**src/rtl/btn_debounce.sv**
```systemverilog
// Button debouncer: synchronizes raw buttons and the slow divider clock, then
// accepts a level change only after STABLE consecutive mismatching samples.

module btn_debounce_lane #(
  parameter int STABLE = 4
) (
  input  logic kartclk,
  input  logic reset,
  input  logic tick,
  input  logic samp,
  output logic level,
  output logic rise,
  output logic fall
);
  localparam logic [3:0] CMAX = 4'(STABLE - 1);

  logic [3:0] cnt;
  logic       flip;

  // cnt never exceeds CMAX, so equality is the acceptance condition
  assign flip = tick && (samp != level) && (cnt == CMAX);
  assign rise = flip & samp;
  assign fall = flip & ~samp;

  always_ff @(posedge kartclk) begin
    if (reset) begin
      cnt   <= '0;
      level <= 1'b0;
    end else if (tick) begin
      if (samp == level) begin
        cnt <= '0;
      end else if (cnt < CMAX) begin
        cnt <= cnt + 4'd1;
      end else begin
        level <= samp;
        cnt   <= '0;
      end
    end
  end
endmodule

module btn_debounce #(
  parameter int NBTN   = 4,
  parameter int STABLE = 4
) (
  input  logic            kartclk,
  input  logic            reset,
  input  logic            ffclk,
  input  logic [NBTN-1:0] btn,
  output logic [NBTN-1:0] btn_level,
  output logic [NBTN-1:0] btn_press,
  output logic [NBTN-1:0] btn_release,
  output logic            press_any,
  output logic [3:0]      press_id
);
  logic [NBTN-1:0] b_s1, b_s2, rise, fall;
  logic            f_s1, f_s2, f_s3, tick;
  logic [3:0]      id_nxt;

  always_ff @(posedge kartclk) begin
    if (reset) begin
      b_s1 <= '0;
      b_s2 <= '0;
      f_s1 <= 1'b0;
      f_s2 <= 1'b0;
      f_s3 <= 1'b0;
    end else begin
      b_s1 <= btn;
      b_s2 <= b_s1;
      f_s1 <= ffclk;
      f_s2 <= f_s1;
      f_s3 <= f_s2;
    end
  end

  // one strobe per ffclk rising edge
  assign tick = f_s2 & ~f_s3;

  for (genvar i = 0; i < NBTN; i++) begin : g_lane
    btn_debounce_lane #(.STABLE(STABLE)) u_lane (
      .kartclk (kartclk),
      .reset   (reset),
      .tick    (tick),
      .samp    (b_s2[i]),
      .level   (btn_level[i]),
      .rise    (rise[i]),
      .fall    (fall[i])
    );
  end

  always_comb begin
    id_nxt = '0;
    for (int i = NBTN - 1; i >= 0; i--)
      if (rise[i]) id_nxt = 4'(i);
  end

  always_ff @(posedge kartclk) begin
    if (reset) begin
      btn_press   <= '0;
      btn_release <= '0;
      press_any   <= 1'b0;
      press_id    <= '0;
    end else begin
      btn_press   <= rise;
      btn_release <= fall;
      press_any   <= |rise;
      press_id    <= id_nxt;
    end
  end
endmodule
```
**config.mk**
```make
export PLATFORM = sky130hd
export DESIGN_NAME = btn_debounce
export DESIGN_NICKNAME = d
export VERILOG_FILES = /design/src/rtl/btn_debounce.sv
export SDC_FILE = /design/constraint.sdc
export NUM_CORES = 1
export LEC_CHECK = 0
export CAP_MARGIN = 20
export CORE_ASPECT_RATIO = 1.25
export CORE_UTILIZATION = 25
export CTS_BUF_LIST = sky130_fd_sc_hd__clkbuf_8
export DETAILED_ROUTE_END_ITERATION = 8
export PLACE_DENSITY_LB_ADDON = 0.15
export SETUP_SLACK_MARGIN = 0.15
export SYNTH_ARGS = -nofsm -noshare
export SYNTH_HDL_FRONTEND = slang
export SYNTH_SLANG_ARGS = --single-unit
```
**constraint.sdc**
```tcl
create_clock -name kartclk -period 1.4 [get_ports kartclk]
set_input_delay 0.28 -clock kartclk [delete_from_list [all_inputs] [get_ports kartclk]]
set_output_delay 0.28 -clock kartclk [all_outputs]
set_load 0.005 [all_outputs]
```
==> out/summary.md, run 1 <==
* 0.00590 sq mm — core region area
* 3 — worst-case reg-to-reg path depth
* 19 — maximum number of pins on one net before global-route repair
* 643 — number of inserted filler cells in the final layout
* 21 — number of input and output port buffers inserted
* 0 — reported max-cap violation count
* 422 uV — worst supply voltage drop on vdd
* 9.72 sq um — Synth Area per Inst
* sky130_fd_sc_hd__dfxtp_1 — library cell occupying the most area in the post-synthesis netlist
* 36.0% — area growth from synthesis to layout
* 2.12 mm — placed wire-length estimate
* 5 — cts bufs inserted
* 0.050 — part of the total power dissipated in combinational logic
* -77.0 ps — worst setup slack after layout
* 0 — total DRC errors in the routed layout
* 0.253 — ratio of cells with drive above 1 in the final layout
* sky130_fd_sc_hd__dfxtp_1 — dominant cell by count in the synthesized netlist
* 0.00155 sq mm — post-synthesis instance area
* 3.73 ps — Worst Clk Skew
* 0 — share of synthesized flip-flops with an asynchronous set or reset
* 1.33 mm — length of routed wiring on met1
* flop — crit end category
* 2 — htree depth
* 0 — initial antenna violation count
* 0 — final-report hold violation count
* 0.544 — share of Yosys cell area claimed by the top area cell type
* 0 — Synth warnings
* b_s2[0]$_SDFF_PP0_ — worst-case hold path end point
* 0.466 mW — net switching component of the power
* 31 — Core Rows
* 11.1 um — routed len/inst
* -300 ps — final setup TNS
* 0.572 — register share of total power
* 42 — number of synthesized register bits
* 72.3 um — Die Span X
* f_s3$_SDFF_PP0_ — worst r2r src
* 42 — Clock Sinks
* yes — clock tree from TritonCTS
* flop to flop — type of the most critical hold path
* 204 — Nets
* 0.220 — switching power as a share of total power
* 0.262 — initial core utilization
* 5.18 mm — first-pass GRT wire length
* 2.12 mW — overall power after layout
* 0.544 — sequential cell area fraction in the yosys report
* 0.00650 sq mm — DIE AREA
* 0 — number of flops mapped to enable cells by yosys
* 0 — Final ANT Viol Nets
* 0 — antenna diode instance count
* press_any$_SDFF_PP0_ — reg-to-reg endpoint
* 89.9 um — height of the die
* 5 — final setup violation count
* 159 — number of instances in the synthesized netlist
* 1.65 mW — Int Power
* 4 — 1st-pass router iterations
* met4 — topmost layer with routed signal wires
* 36 — drt first-iter violations
* 135 um — Detail Route met3 WL
* 1.06 — Tcrit/Tclk final
* 1010 mW/mm^2 — power density relative to cell area
* 0.105 — total global-route track usage
* 4 — highest fanout seen on the critical path
* sky130_fd_sc_hd__dfxtp_1 (42), sky130_fd_sc_hd__nor2_1 (20), sky130_fd_sc_hd__nor2b_1 (15), sky130_fd_sc_hd__nand2_1 (12), sky130_fd_sc_hd__and2_1 (7) — most frequent cells after synthesis
* -82.5 ps — Post-Place Setup Slack
* 1138 — vias in the first global route
* 0.357 — share of the core filled with cells
* b_s1[0]$_SDFF_PP0_ — launch point of the worst hold path
* 264 — number of placed instances, taps included
* 24 — ports placed on the boundary
* 2 — CTS Buffer Depth
* 0.887 nW — Static Leak
* 1480 ps — time the worst path needs with I/O delays and setup
* setup timing — violated checks
* 1.55 mm — met2 routed wirelength
* 276 — count of non-filler cells in the finished layout
* finished with violations — result of the run
* 3.06 mm — final WL
* 0.677 GHz — achievable clock frequency
* 1 — Min-Delay Path Depth
* 0.378 — part of the total power dissipated in the clock network
* flop — Critical Path Source Type
* 31 — number of library cell types mapped by synthesis
* 0 — grt total ovfl
* 80 ps — post-CTS clock slew at the launch and capture registers of the worst setup and hold paths
* 0 — max-slew violation count
* 290 ps — Clk Latency, worst-skew pair
* 1690 ps — Data arrival, critical path
* 1158 — total number of vias
* -80 ps — Worst R2R Setup Slack
* 1610 ps — worst endpoint required time
* sky130_fd_sc_hd__clkbuf_8 — master cell of the clock root buffer
* 0 — number of buffers added to fix hold violations after cts
* flop to flop — Setup Crit Path Kind
* true — RSZ-0062 raised after global routing
* sky130_fd_sc_hd__dfxtp_1 (54%), sky130_fd_sc_hd__nor2b_1 (6.1%), sky130_fd_sc_hd__nor2_1 (4.9%) — leading cell types by total area after synthesis
* 4.20 — Via density
* 0.725 — GPL Wtd Cong
* sky130_fd_sc_hd__dfxtp_1 — most used flip-flop cell after synthesis
==> cell families after synthesis <==
| family | after synthesis | share of synthesized area |
|---|---|---|
| AOI/OAI and AO/OA | 10 | 0.0397 |
| xor gates and xnor gates | 4 | 0.0227 |
| adders and majority gates | 4 | 0.0324 |
| buffers and inverters | 13 | 0.0461 |
| DFF | 42 | 0.544 |
| muxes | 5 | 0.0324 |
| other | 1 | 0.00243 |
| and+or+nand+nor | 80 | 0.280 |
==> state kept, by name, summed over array words and instances (netlist names) <==
register and cells:
g_lane.u_lane.cnt 16, b_s1 4, b_s2 4, btn_press 4
btn_release 4, g_lane.u_lane.level 4, press_id 2, f_s1 1
f_s2 1, f_s3 1, press_any 1
==> power groups by stage <==
stage	sequential, mW	combinational [mW]	clock, mW
2_1_floorplan	1.24	0.0496	0
3_3_place_gp	1.24	0.0989	0
3_5_place_dp	1.24	0.100	0
4_1_cts	1.21	0.105	0.839
5_1_grt	1.21	0.116	0.877
6_report	1.21	0.105	0.800
==> per-stage QoR <==
stage / cell area (sq um) / hold WS (ps)
after floorplan: 1560 / 352
after global placement: 1910 / 419
after detailed placement: 1910 / 426
after CTS: 2070 / 446
after global routing: 2100 / 458
final: 2100 / 443
==> per-layer routing <==
metal | up-vias | GRT usage
li1 | 587 | -
met4 | 0 | 0.0539
met2 | 25 | 0.170
met1 | 542 | 0.121
met5 | - | 0
met3 | 4 | 0.0348
==> final cells by class <==
type / instances / area (sq um) / share of cell area
clock buffer: 6 / 82.6 / 0.0393
clock inverter: 2 / 8.76 / 0.00417
inverter: 1 / 3.75 / 0.00179
multi-input combinational: 105 / 709 / 0.337
sequential: 42 / 860 / 0.409
tap: 82 / 103 / 0.0488
timing repair buffer: 38 / 335 / 0.160
==> placed cells by master, fill, tap and decap left out, types with 2 or more instances in the layout <==
cell type,instances
sky130_fd_sc_hd__a21oi_1,6
sky130_fd_sc_hd__and2_1,7
sky130_fd_sc_hd__buf_4,15
sky130_fd_sc_hd__clkbuf_8,6
sky130_fd_sc_hd__clkdlybuf4s50_1,6
sky130_fd_sc_hd__conb_1,2
sky130_fd_sc_hd__dfxtp_1,33
sky130_fd_sc_hd__dfxtp_2,6
sky130_fd_sc_hd__dfxtp_4,3
sky130_fd_sc_hd__dlygate4sd2_1,15
sky130_fd_sc_hd__ha_1,3
sky130_fd_sc_hd__inv_1,2
sky130_fd_sc_hd__mux2i_1,5
sky130_fd_sc_hd__nand2_1,12
sky130_fd_sc_hd__nand2b_1,4
sky130_fd_sc_hd__nand3_1,3
sky130_fd_sc_hd__nand4_1,5
sky130_fd_sc_hd__nor2_1,19
sky130_fd_sc_hd__nor2b_1,13
sky130_fd_sc_hd__nor2b_2,2
sky130_fd_sc_hd__nor3_2,2
sky130_fd_sc_hd__nor4_1,3
sky130_fd_sc_hd__or4b_4,2
sky130_fd_sc_hd__xor2_1,3
==> critical path, stage by stage (launching register included) <==
cell,delay [ps]
sky130_fd_sc_hd__dfxtp_2,330
sky130_fd_sc_hd__or4b_4,530
sky130_fd_sc_hd__or3_4,360
sky130_fd_sc_hd__a41oi_2,180
==> worst max path at each step <==
| stage | end | startpoint |
|---|---|---|
| 6_report | press_any$_SDFF_PP0_ | f_s3$_SDFF_PP0_ |
| 5_1_grt | press_any$_SDFF_PP0_ | f_s3$_SDFF_PP0_ |
| 3_3_place_gp | press_id[1]$_SDFF_PP0_ | f_s2$_SDFF_PP0_ |
| 2_1_floorplan | press_any$_SDFF_PP0_ | f_s3$_SDFF_PP0_ |
| 3_5_place_dp | press_any$_SDFF_PP0_ | f_s3$_SDFF_PP0_ |
| 4_1_cts | press_id[1]$_SDFF_PP0_ | f_s3$_SDFF_PP0_ |
==> timing repair <==
action,4_1_cts,5_1_grt
gates resized for setup,32,9
endpoints found under the setup margin,32,26
pin swaps,4,3
setup buffers,4,0
Note: power is estimated with default switching activity, not from simulation.
==> inputs of run 2 (changes only) <==
CORE_MARGIN = 5   (was unset)
==> out/summary.md, run 2 (same netlist as run 1, synthesis figures left out) <==
* 0.00786 sq mm — DIE AREA, +21%
* 1177 — total number of vias, +1.6%
* 97.9 um — height of the die, +8.9%
* 0.679 GHz — achievable clock frequency, +0.32%
* 40.6% — area growth from synthesis to layout
* 4.13 — Via density, -1.6%
* 0.254 — initial core utilization, -0.00819
* 0.0871 — total global-route track usage, -0.0180
* 2.28 mm — placed wire-length estimate, +7.8%
* flop to flop — Setup Crit Path Kind
* 0 — reported max-cap violation count, unchanged
* b_s1[3]$_SDFF_PP0_ — launch point of the worst hold path
* setup timing — violated checks
* 56 — drt first-iter violations, +56%
* b_s2[3]$_SDFF_PP0_ — worst-case hold path end point
* 0.00609 sq mm — core region area, +3.2%
* sky130_fd_sc_hd__dfxtp_1 — most frequent standard cell in the layout excluding fill and tap cells
* 70 ps — post-CTS clock slew at the launch and capture registers of the worst setup and hold paths, about the same
* 1470 ps — time the worst path needs with I/O delays and setup, -4.73 ps
* flop to flop — type of the most critical hold path
* 938 mW/mm^2 — power density relative to cell area, -6.8%
* 5.25 mm — first-pass GRT wire length, +1.4%
* 3.18 mm — final WL, +3.9%
* 2.49 ps — Worst Clk Skew, -1.24 ps
* sky130_fd_sc_hd__dfxtp_1 (34), sky130_fd_sc_hd__buf_4 (21), sky130_fd_sc_hd__nor2_1 (16) — leading cell types in the layout, fill and taps excluded
* 2 — CTS Buffer Depth, unchanged
* 21 — number of input and output port buffers inserted, unchanged
* 1 — Min-Delay Path Depth, unchanged
* 16 — max FFs per register, unchanged
* 0 — grt total ovfl, unchanged
* 2.04 mW — overall power after layout, -3.7%
* f_s3$_SDFF_PP0_ — worst r2r src
* 0 — final-report hold violation count, unchanged
* 1700 ps — Data arrival, critical path, about the same
* 5 — cts bufs inserted, unchanged
* 4 — worst-case reg-to-reg path depth, +1
* 42 — Clock Sinks, unchanged
* flop — crit end category
* -72.3 ps — worst setup slack after layout, +4.73 ps
* 211 — Nets, +3.4%
* flop — Critical Path Source Type
* 0 — antenna diode instance count, unchanged
* 280 ps — Clk Latency, worst-skew pair, about the same
* 0 — Final ANT Viol Nets, unchanged
* 0 — max-slew violation count, unchanged
* 1630 ps — worst endpoint required time, +20 ps
* finished with violations — result of the run
* 3 — final setup violation count, -2
* yes — clock tree from TritonCTS
* 0.918 nW — Static Leak, +3.6%
* sky130_fd_sc_hd__clkbuf_8 — master cell of the clock root buffer
* 2 — htree depth, unchanged
* -180 ps — final setup TNS, +120 ps
* 0.285 — ratio of cells with drive above 1 in the final layout, +0.0324
* 24 — ports placed on the boundary, unchanged
* 15 — maximum number of pins on one net before global-route repair, -4
* 1.05 — Tcrit/Tclk final, -0.00338
* true — RSZ-0062 raised after global routing
* 0.00217 sq mm — cell area after layout, +3.4%
* 80.3 um — Die Span X, +11%
* press_id[1]$_SDFF_PP0_ — reg-to-reg endpoint
* 1160 — vias in the first global route, +1.9%
* 0 — total DRC errors in the routed layout, unchanged
* 0.00194 sq mm — placed cell areas, +1.5%
* 0.696 — GPL Wtd Cong, -4.0%
* g_lane.u_lane.cnt — largest reg by FF count
* -70 ps — Worst R2R Setup Slack, about the same
* 32 — Core Rows, +3.2%
* 478 uV — worst supply voltage drop on vdd, +13%
* 4 — highest fanout seen on the critical path, unchanged
* 671 — number of inserted filler cells in the final layout, +4.4%
* 11.2 um — routed len/inst, +0.60%
* 0 — initial antenna violation count, unchanged
* 5 — 1st-pass router iterations, +1
[run 2: changes by cell type in the layout (fill, tap and decap cells not counted), sizes merged]
cell,before,now
buf,17,24
clkbuf,6,5
inv,2,3
clkinv,1,0
[run 2: layer usage]
layer  track usage  part of all wire  wire, um
met2         0.140              0.49      1560
met3        0.0258             0.044       139
met5             0                 0         0
met4        0.0533             0.030        97
met1         0.100              0.44      1390
[run 2: worst max-delay path: stages, from the launching register on]
cell	delay [ps]
sky130_fd_sc_hd__dfxtp_2	320
sky130_fd_sc_hd__or4b_4	530
sky130_fd_sc_hd__or3_4	360
sky130_fd_sc_hd__nand2_1	60
sky130_fd_sc_hd__and3_1	140
[run 2: metrics by stage]
| stage | hold WS [ps] | setup WS, ps | utilization | instances |
|---|---|---|---|---|
| after floorplan | 352 | -8.06 | - | 160 |
| after global placement | 421 | -34.9 | 0.319 | 272 |
| after detailed placement | 429 | -55.7 | 0.319 | 272 |
| after CTS | 448 | -69.5 | 0.347 | 285 |
| after global routing | 458 | -133 | 0.357 | 285 |
| final | 446 | -72.3 | 0.357 | 285 |
[run 2: power by group]
part / switching (mW) / total (mW) / internal [mW]
Sequential: 0.00791 / 1.21 / 1.20
Combinational: 0.0532 / 0.118 / 0.0644
Clock: 0.380 / 0.709 / 0.329
[run 2: area by class of cell]
type                    count  area, sq um  share of cell area
well taps                  85          106              0.0489
repair buffers             45          392               0.180
multi-input cells         105          737               0.339
flip-flops and latches     42          858               0.395
clock buffers               5         68.8              0.0317
inverters                   1         3.75             0.00173
clock inverters             2         7.51             0.00345
[run 2: worst max path at each step]
stage / from / end / depth (start not counted)
3_5_place_dp: f_s3$_SDFF_PP0_ / press_id[1]$_SDFF_PP0_ / 4
6_report: f_s3$_SDFF_PP0_ / press_id[1]$_SDFF_PP0_ / 4
4_1_cts: f_s3$_SDFF_PP0_ / press_id[1]$_SDFF_PP0_ / 4
3_3_place_gp: f_s3$_SDFF_PP0_ / press_any$_SDFF_PP0_ / 3
5_1_grt: f_s3$_SDFF_PP0_ / press_id[1]$_SDFF_PP0_ / 4
2_1_floorplan: f_s3$_SDFF_PP0_ / press_any$_SDFF_PP0_ / 3
[run 2: what timing repair did]
action                     in CTS  in global routing
hold buffers                    0                  0
gates resized for setup        35                 12
setup endpoints to repair      24                 20
buffers inserted                6                  0
pin swaps                       4                  4
